**src/rtl/bcd_pkg.sv**
```systemverilog
// Shared constants for the BCD display blocks: segment patterns ({g,f,e,d,c,b,a},
// active-high), the largest legal BCD digit and the digit-count width.
package bcd_pkg;

   localparam int CNT_W = 4;

   localparam logic [3:0] BCD_MAX = 4'd9;

   localparam logic [6:0] SEG_0     = 7'h3F;
   localparam logic [6:0] SEG_1     = 7'h06;
   localparam logic [6:0] SEG_2     = 7'h5B;
   localparam logic [6:0] SEG_3     = 7'h4F;
   localparam logic [6:0] SEG_4     = 7'h66;
   localparam logic [6:0] SEG_5     = 7'h6D;
   localparam logic [6:0] SEG_6     = 7'h7D;
   localparam logic [6:0] SEG_7     = 7'h07;
   localparam logic [6:0] SEG_8     = 7'h7F;
   localparam logic [6:0] SEG_9     = 7'h6F;
   localparam logic [6:0] SEG_BLANK = 7'h00;

endpackage

```
**src/rtl/bcd_to_seg7.sv**
```systemverilog
// Combinational BCD to 7-segment decoder. Codes above 9 fall back to the '0'
// pattern so a corrupted digit never lights a random shape.
module bcd_to_seg7
   import bcd_pkg::*;
(
   input  logic [3:0] i_bcd,
   output logic [6:0] o_seg
);

   always_comb begin
      case (i_bcd)
         4'd0:    o_seg = SEG_0;
         4'd1:    o_seg = SEG_1;
         4'd2:    o_seg = SEG_2;
         4'd3:    o_seg = SEG_3;
         4'd4:    o_seg = SEG_4;
         4'd5:    o_seg = SEG_5;
         4'd6:    o_seg = SEG_6;
         4'd7:    o_seg = SEG_7;
         4'd8:    o_seg = SEG_8;
         4'd9:    o_seg = SEG_9;
         default: o_seg = SEG_0;
      endcase
   end

endmodule

```
**src/rtl/bcd_digit_display.sv**
```systemverilog
// Calculator-style BCD entry buffer driving a time-multiplexed common-cathode
// 7-segment display with leading-zero blanking.
module bcd_digit_display
   import bcd_pkg::*;
#(
   parameter int DIGITS   = 4,
   parameter int SCAN_DIV = 50000
) (
   input  logic                  clk,
   input  logic                  rst_n,
   input  logic [3:0]            digit_in,
   input  logic                  digit_valid,
   input  logic                  clear,
   output logic [4*DIGITS-1:0]   value_bcd,
   output logic [CNT_W-1:0]      count,
   output logic                  err,
   output logic [6:0]            seg,
   output logic [DIGITS-1:0]     dig_sel
);

   localparam int PW = $clog2(SCAN_DIV);
   localparam int IW = $clog2(DIGITS);

   localparam logic [PW-1:0]    PRESC_LAST = PW'(SCAN_DIV - 1);
   localparam logic [IW-1:0]    SCAN_LAST  = IW'(DIGITS - 1);
   localparam logic [CNT_W-1:0] CNT_FULL   = CNT_W'(DIGITS);

   logic [4*DIGITS-1:0] r_value;
   logic [CNT_W-1:0]    r_count;
   logic                r_err;
   logic [PW-1:0]       r_presc;
   logic [IW-1:0]       r_scan;
   logic [6:0]          r_seg;
   logic [DIGITS-1:0]   r_dig_sel;

   logic [3:0]          w_digit;
   logic [6:0]          w_seg_dec;
   logic                w_blank;
   logic [DIGITS-1:0]   w_sel;

   function automatic logic [CNT_W-1:0] sat_inc(input logic [CNT_W-1:0] c);
      return (c >= CNT_FULL) ? CNT_FULL : c + 1'b1;
   endfunction

   // Entry buffer: clear beats a strobe, and an out-of-range digit only pulses err.
   always_ff @(posedge clk or negedge rst_n) begin
      if (!rst_n) begin
         r_value <= '0;
         r_count <= '0;
         r_err   <= 1'b0;
      end else if (clear) begin
         r_value <= '0;
         r_count <= '0;
         r_err   <= 1'b0;
      end else if (digit_valid && (digit_in <= BCD_MAX)) begin
         r_value <= {r_value[4*DIGITS-5:0], digit_in};
         r_count <= sat_inc(r_count);
         r_err   <= 1'b0;
      end else if (digit_valid) begin
         r_err   <= 1'b1;
      end else begin
         r_err   <= 1'b0;
      end
   end

   // Scan timing runs independently of entry activity.
   always_ff @(posedge clk or negedge rst_n) begin
      if (!rst_n) begin
         r_presc <= '0;
         r_scan  <= '0;
      end else if (r_presc == PRESC_LAST) begin
         r_presc <= '0;
         r_scan  <= (r_scan == SCAN_LAST) ? '0 : r_scan + 1'b1;
      end else begin
         r_presc <= r_presc + 1'b1;
      end
   end

   always_comb begin
      w_digit = 4'd0;
      for (int k = 0; k < DIGITS; k++) begin
         if (r_scan == IW'(k)) w_digit = r_value[4*k +: 4];
      end
   end

   // Digit 0 is never blanked so an empty buffer still shows a single '0'.
   assign w_blank = (CNT_W'(r_scan) >= r_count) && (r_scan != '0);
   assign w_sel   = DIGITS'(1) << r_scan;

   bcd_to_seg7 u_dec (
      .i_bcd (w_digit),
      .o_seg (w_seg_dec)
   );

   // Display stage: seg and dig_sel change together on one edge, glitch-free.
   always_ff @(posedge clk or negedge rst_n) begin
      if (!rst_n) begin
         r_seg     <= SEG_BLANK;
         r_dig_sel <= DIGITS'(1);
      end else begin
         r_seg     <= w_blank ? SEG_BLANK : w_seg_dec;
         r_dig_sel <= w_sel;
      end
   end

   assign value_bcd = r_value;
   assign count     = r_count;
   assign err       = r_err;
   assign seg       = r_seg;
   assign dig_sel   = r_dig_sel;

endmodule

```
**config.mk**
```make
export PLATFORM = sky130hd
export DESIGN_NAME = bcd_digit_display
export DESIGN_NICKNAME = d
export VERILOG_FILES = /design/src/rtl/bcd_pkg.sv /design/src/rtl/bcd_to_seg7.sv /design/src/rtl/bcd_digit_display.sv
export SDC_FILE = /design/constraint.sdc
export NUM_CORES = 1
export LEC_CHECK = 0
export ABC_AREA = 1
export CORE_ASPECT_RATIO = 0.75
export CORE_MARGIN = 2
export CORE_UTILIZATION = 57
export CTS_BUF_LIST = sky130_fd_sc_hd__clkbuf_8 sky130_fd_sc_hd__clkbuf_16
export CTS_CLUSTER_SIZE = 10
export DETAILED_ROUTE_END_ITERATION = 7
export PLACE_DENSITY = 0.95
export RECOVER_POWER = 100
export SYNTH_ARGS = -nofsm -noshare
export SYNTH_HDL_FRONTEND = slang
export SYNTH_SLANG_ARGS = --single-unit
export TNS_END_PERCENT = 10
```
**constraint.sdc**
```tcl
create_clock -name clk -period 5.1 [get_ports clk]
set_input_delay 1.02 -clock clk [delete_from_list [all_inputs] [get_ports clk]]
set_output_delay 1.02 -clock clk [all_outputs]
set_load 0.005 [all_outputs]
```
==> impl_results.md <==
- Classification of the worst-slack hold path: reg -> reg
- Count of different cell masters after synthesis: 28
- Post-place setup slack: 2141 ps
- Violations in the final reports: max-capacitance violations, max-slew violations
- Number of pins exceeding their max-slew limit in the final report: 51
- Slew HR: -69.52%
- Ports: 40
- Count of flip-flops with a built-in enable after synthesis: 0
- Required time at the worst-slack endpoint: 5300 ps
- Proportion of synthesized chip area in sequential cells: 50.68%
- Number of global-route vias before repair: 1993
- Cts hold-fix bufs: 0
- Run status: finished with violations
- Clock insertion delay at the later pin of the skew report: 300 ps
- Grt total ovfl: 0
- Final setup margin: 1442 ps
- Sinks on the clock net: 50
- Count of buffers added by post-CTS timing repair for setup: 0
- Multi-input gate area in the final layout: 978.4 sq um
- Port-buffer cells: 39
- Sum of negative setup slack: 0 ps
- Number of nets produced by synthesis: 311
- Average instance area after synthesis: 8.492 sq um
- Post_cts resized: 0
- Starting density of the core: 60.21%
- Leading post-synthesis cells by cell area: sky130_fd_sc_hd__dfrtp_1 50%, sky130_fd_sc_hd__nand2_1 8.8%, sky130_fd_sc_hd__inv_1 7.0%, sky130_fd_sc_hd__ha_1 6.1%, sky130_fd_sc_hd__nand3_1 4.5%
- Standard-cell rows: 20
- Maximum clock frequency: 0.2734 GHz
- Wire length after detailed routing: 5431 um
- Core region area: 4104 sq um
- Routability cong.: 0.9628
- Crit path launch: clear
- Share of synthesized registers carrying an async set or reset: 100.0%
- Filler instances: 314
- Final clock period utilization by the worst path: 71.72%
- Top cell type's share of synthesized area: 49.62%
- Worst-case clock skew: 3.984 ps
- Setup Crit Path Kind: in -> reg
- Chip width: 80.03 um
- CTS tree: done
- Final setup vio count: 0
- Post-synthesis cell type with the largest combined area: sky130_fd_sc_hd__dfrtp_1
- Floorplan die height: 61.02 um
- Clock transition at the registers of the reported paths: 90 ps
- DR iter-0 viols: 209
- Routed length per placed instance: 14.03 um
- Cells after DPL: 379
- Startpoint of the most critical hold path: r_presc[0]
- Final core occ: 72.10%
- Total die area: 4883 sq um
- Diode count: 0
- Setup crit end kind: register
- Share of post-route cells with drive strength above 1: 3.614%
- Number of buffers on the longest clock path: 2
- Final routed DRC violation total: 0
- Fin cells: 387
- Number of buffers created by CTS: 5
- Reg area: 1252 sq um
- Area growth, synth to finish: 19.75%
- Via-to-Cell Ratio: 5.349
- Remaining antenna violation count: 0
- Synth Register Bits: 50
- Worst EP arrival: 3860 ps
- Root buf cell: sky130_fd_sc_hd__clkbuf_8
- Post-detailed-placement half-perimeter wirelength: 3913 um
- Tot GR Track Use: 24.98%
- Pin count of the biggest net entering global routing: 51
- Startpoint of the lowest-slack register-to-register path: r_scan[0]
- Depth of the CTS H-tree: 2
- Category of the worst setup path launch point: primary input
- Areal power density over the cells: 263.2 nW/um^2
- Final Hold Violating Endpoints: 0
- Antenna violations before repair: 0
- Synthesis warning total: 0
- Dominant register cell in the synthesized netlist: sky130_fd_sc_hd__dfrtp_1
- Maximum vdd drop: 214.9 uV
- Net count reported at finish: 351
- Total via count in the routed design: 2070
- RSZ-0062 raised after global routing: false
- Max cap viols: 1
- Worst-path maximum fanout: 21
- First-pass GRT wire length: 9149 um
- Static leakage: 1.507 nW
- Actual transition at the worst max-transition pin: 2543 ps
- Netlist area before placement: 2471 sq um
- Fin crit period: 3658 ps
- DRT Pass-1 Iters: 5
- Post-synthesis cell count: 291
cells in the mapped netlist (all sizes together), types with 2 or more instances:
| library cell | instances |
|---|---|
| nand2 | 59 |
| a21oi | 18 |
| xor2 | 7 |
| inv | 49 |
| nand3 | 23 |
| nor3 | 7 |
| dfrtp | 49 |
| o21ai | 20 |
| nor2 | 25 |
| o31ai | 5 |
| clkbuf | 2 |
| buf | 4 |
| ha | 12 |
| nand4 | 5 |
logic make-up after synthesis:
| logic type | count (synthesis) | synth area share [%] |
|---|---|---|
| XOR/XNOR | 8 | 2.836 |
| adder cells (fa/ha/maj) | 12 | 6.076 |
| AND/OR/NAND/NOR | 121 | 20.96 |
| buffers and inverters | 55 | 9.114 |
| flip-flops | 50 | 50.68 |
| AO/OA/AOI/OAI | 45 | 10.33 |
metal layers:
layer | up-vias | global-route usage [%] | share of wire, %
met5 | - | 0 | 0
met4 | 0 | 9.201 | 1.8
met3 | 17 | 7.038 | 8.9
li1 | 1005 | - | -
met1 | 934 | 35.72 | 46
met2 | 114 | 37.26 | 44
cell type report:
| class | instances | area share (%) |
|---|---|---|
| tap | 55 | 2.326 |
| inverter | 49 | 6.216 |
| clock buffer | 6 | 2.791 |
| sequential | 50 | 42.33 |
| timing repair buffer | 39 | 12.98 |
| clock inverter | 2 | 0.2960 |
| multi-input combinational | 186 | 33.07 |
layout by cell type, fill, tap and decap left out:
cell                              count
sky130_fd_sc_hd__dfstp_2              1
sky130_fd_sc_hd__o21ai_0             20
sky130_fd_sc_hd__nor3_1               7
sky130_fd_sc_hd__nand3b_1             1
sky130_fd_sc_hd__dfrtp_1             49
sky130_fd_sc_hd__nand3_2              1
sky130_fd_sc_hd__clkdlybuf4s50_1      5
sky130_fd_sc_hd__o31ai_1              5
sky130_fd_sc_hd__nand4_1              5
sky130_fd_sc_hd__nand2_2              1
sky130_fd_sc_hd__xor2_1               7
sky130_fd_sc_hd__clkinv_2             1
sky130_fd_sc_hd__a31oi_1              1
sky130_fd_sc_hd__xnor2_1              1
sky130_fd_sc_hd__dlygate4sd3_1       33
sky130_fd_sc_hd__inv_1               49
sky130_fd_sc_hd__clkbuf_8             6
sky130_fd_sc_hd__nand3_1             22
sky130_fd_sc_hd__inv_2                1
sky130_fd_sc_hd__ha_1                12
sky130_fd_sc_hd__nor2_1              25
sky130_fd_sc_hd__a21oi_1             18
sky130_fd_sc_hd__nand2_1             58
sky130_fd_sc_hd__or2_2                1
sky130_fd_sc_hd__clkbuf_1             1
sky130_fd_sc_hd__o22ai_1              1
path summary, 6_finish.rpt:
kind,slack (ps),cells past startpoint,endpoint
max in group asynchronous,2160,1,seg[4]
hold / removal,460,1,r_presc[0]
min in group asynchronous,1500,1,r_presc[6]
hold reg to reg,460,1,r_presc[0]
setup reg to reg,2900,9,seg[3]
setup / recovery,1440,7,value_bcd[13]
critical path: stages:
cell and delay, ps:
sky130_fd_sc_hd__dlygate4sd3_1 660, sky130_fd_sc_hd__inv_1 260, sky130_fd_sc_hd__nand2_2 140, sky130_fd_sc_hd__nor2_1 40, sky130_fd_sc_hd__a21oi_1 1030, sky130_fd_sc_hd__inv_2 370
sky130_fd_sc_hd__o31ai_1 320
metrics by stage:
| stage | power (mW) | area [sq um] | hold WS (ps) |
|---|---|---|---|
| 2_1_floorplan | 0.4943 | 2471 | 432.2 |
| 3_3_place_gp | 0.5569 | 2884 | 455.4 |
| 3_5_place_dp | 0.5634 | 2884 | 460.0 |
| 4_1_cts | 0.7945 | 2975 | 471.4 |
| 5_1_grt | 0.8162 | 2959 | 498.9 |
| 6_report | 0.7787 | 2959 | 464.9 |
where the power goes:
| part | total, mW | switching, mW | internal [mW] |
|---|---|---|---|
| clock | 0.232 | 0.124 | 0.108 |
| combinational | 0.115 | 0.0633 | 0.0518 |
| sequential | 0.432 | 0.0154 | 0.416 |
registers in the layout, indices dropped and copies added (netlist names):
signal	cells
count	4
dig_sel	4
err	1
r_presc	16
r_scan	2
seg	7
value_bcd	16
(Power assumes the default switching activity.)
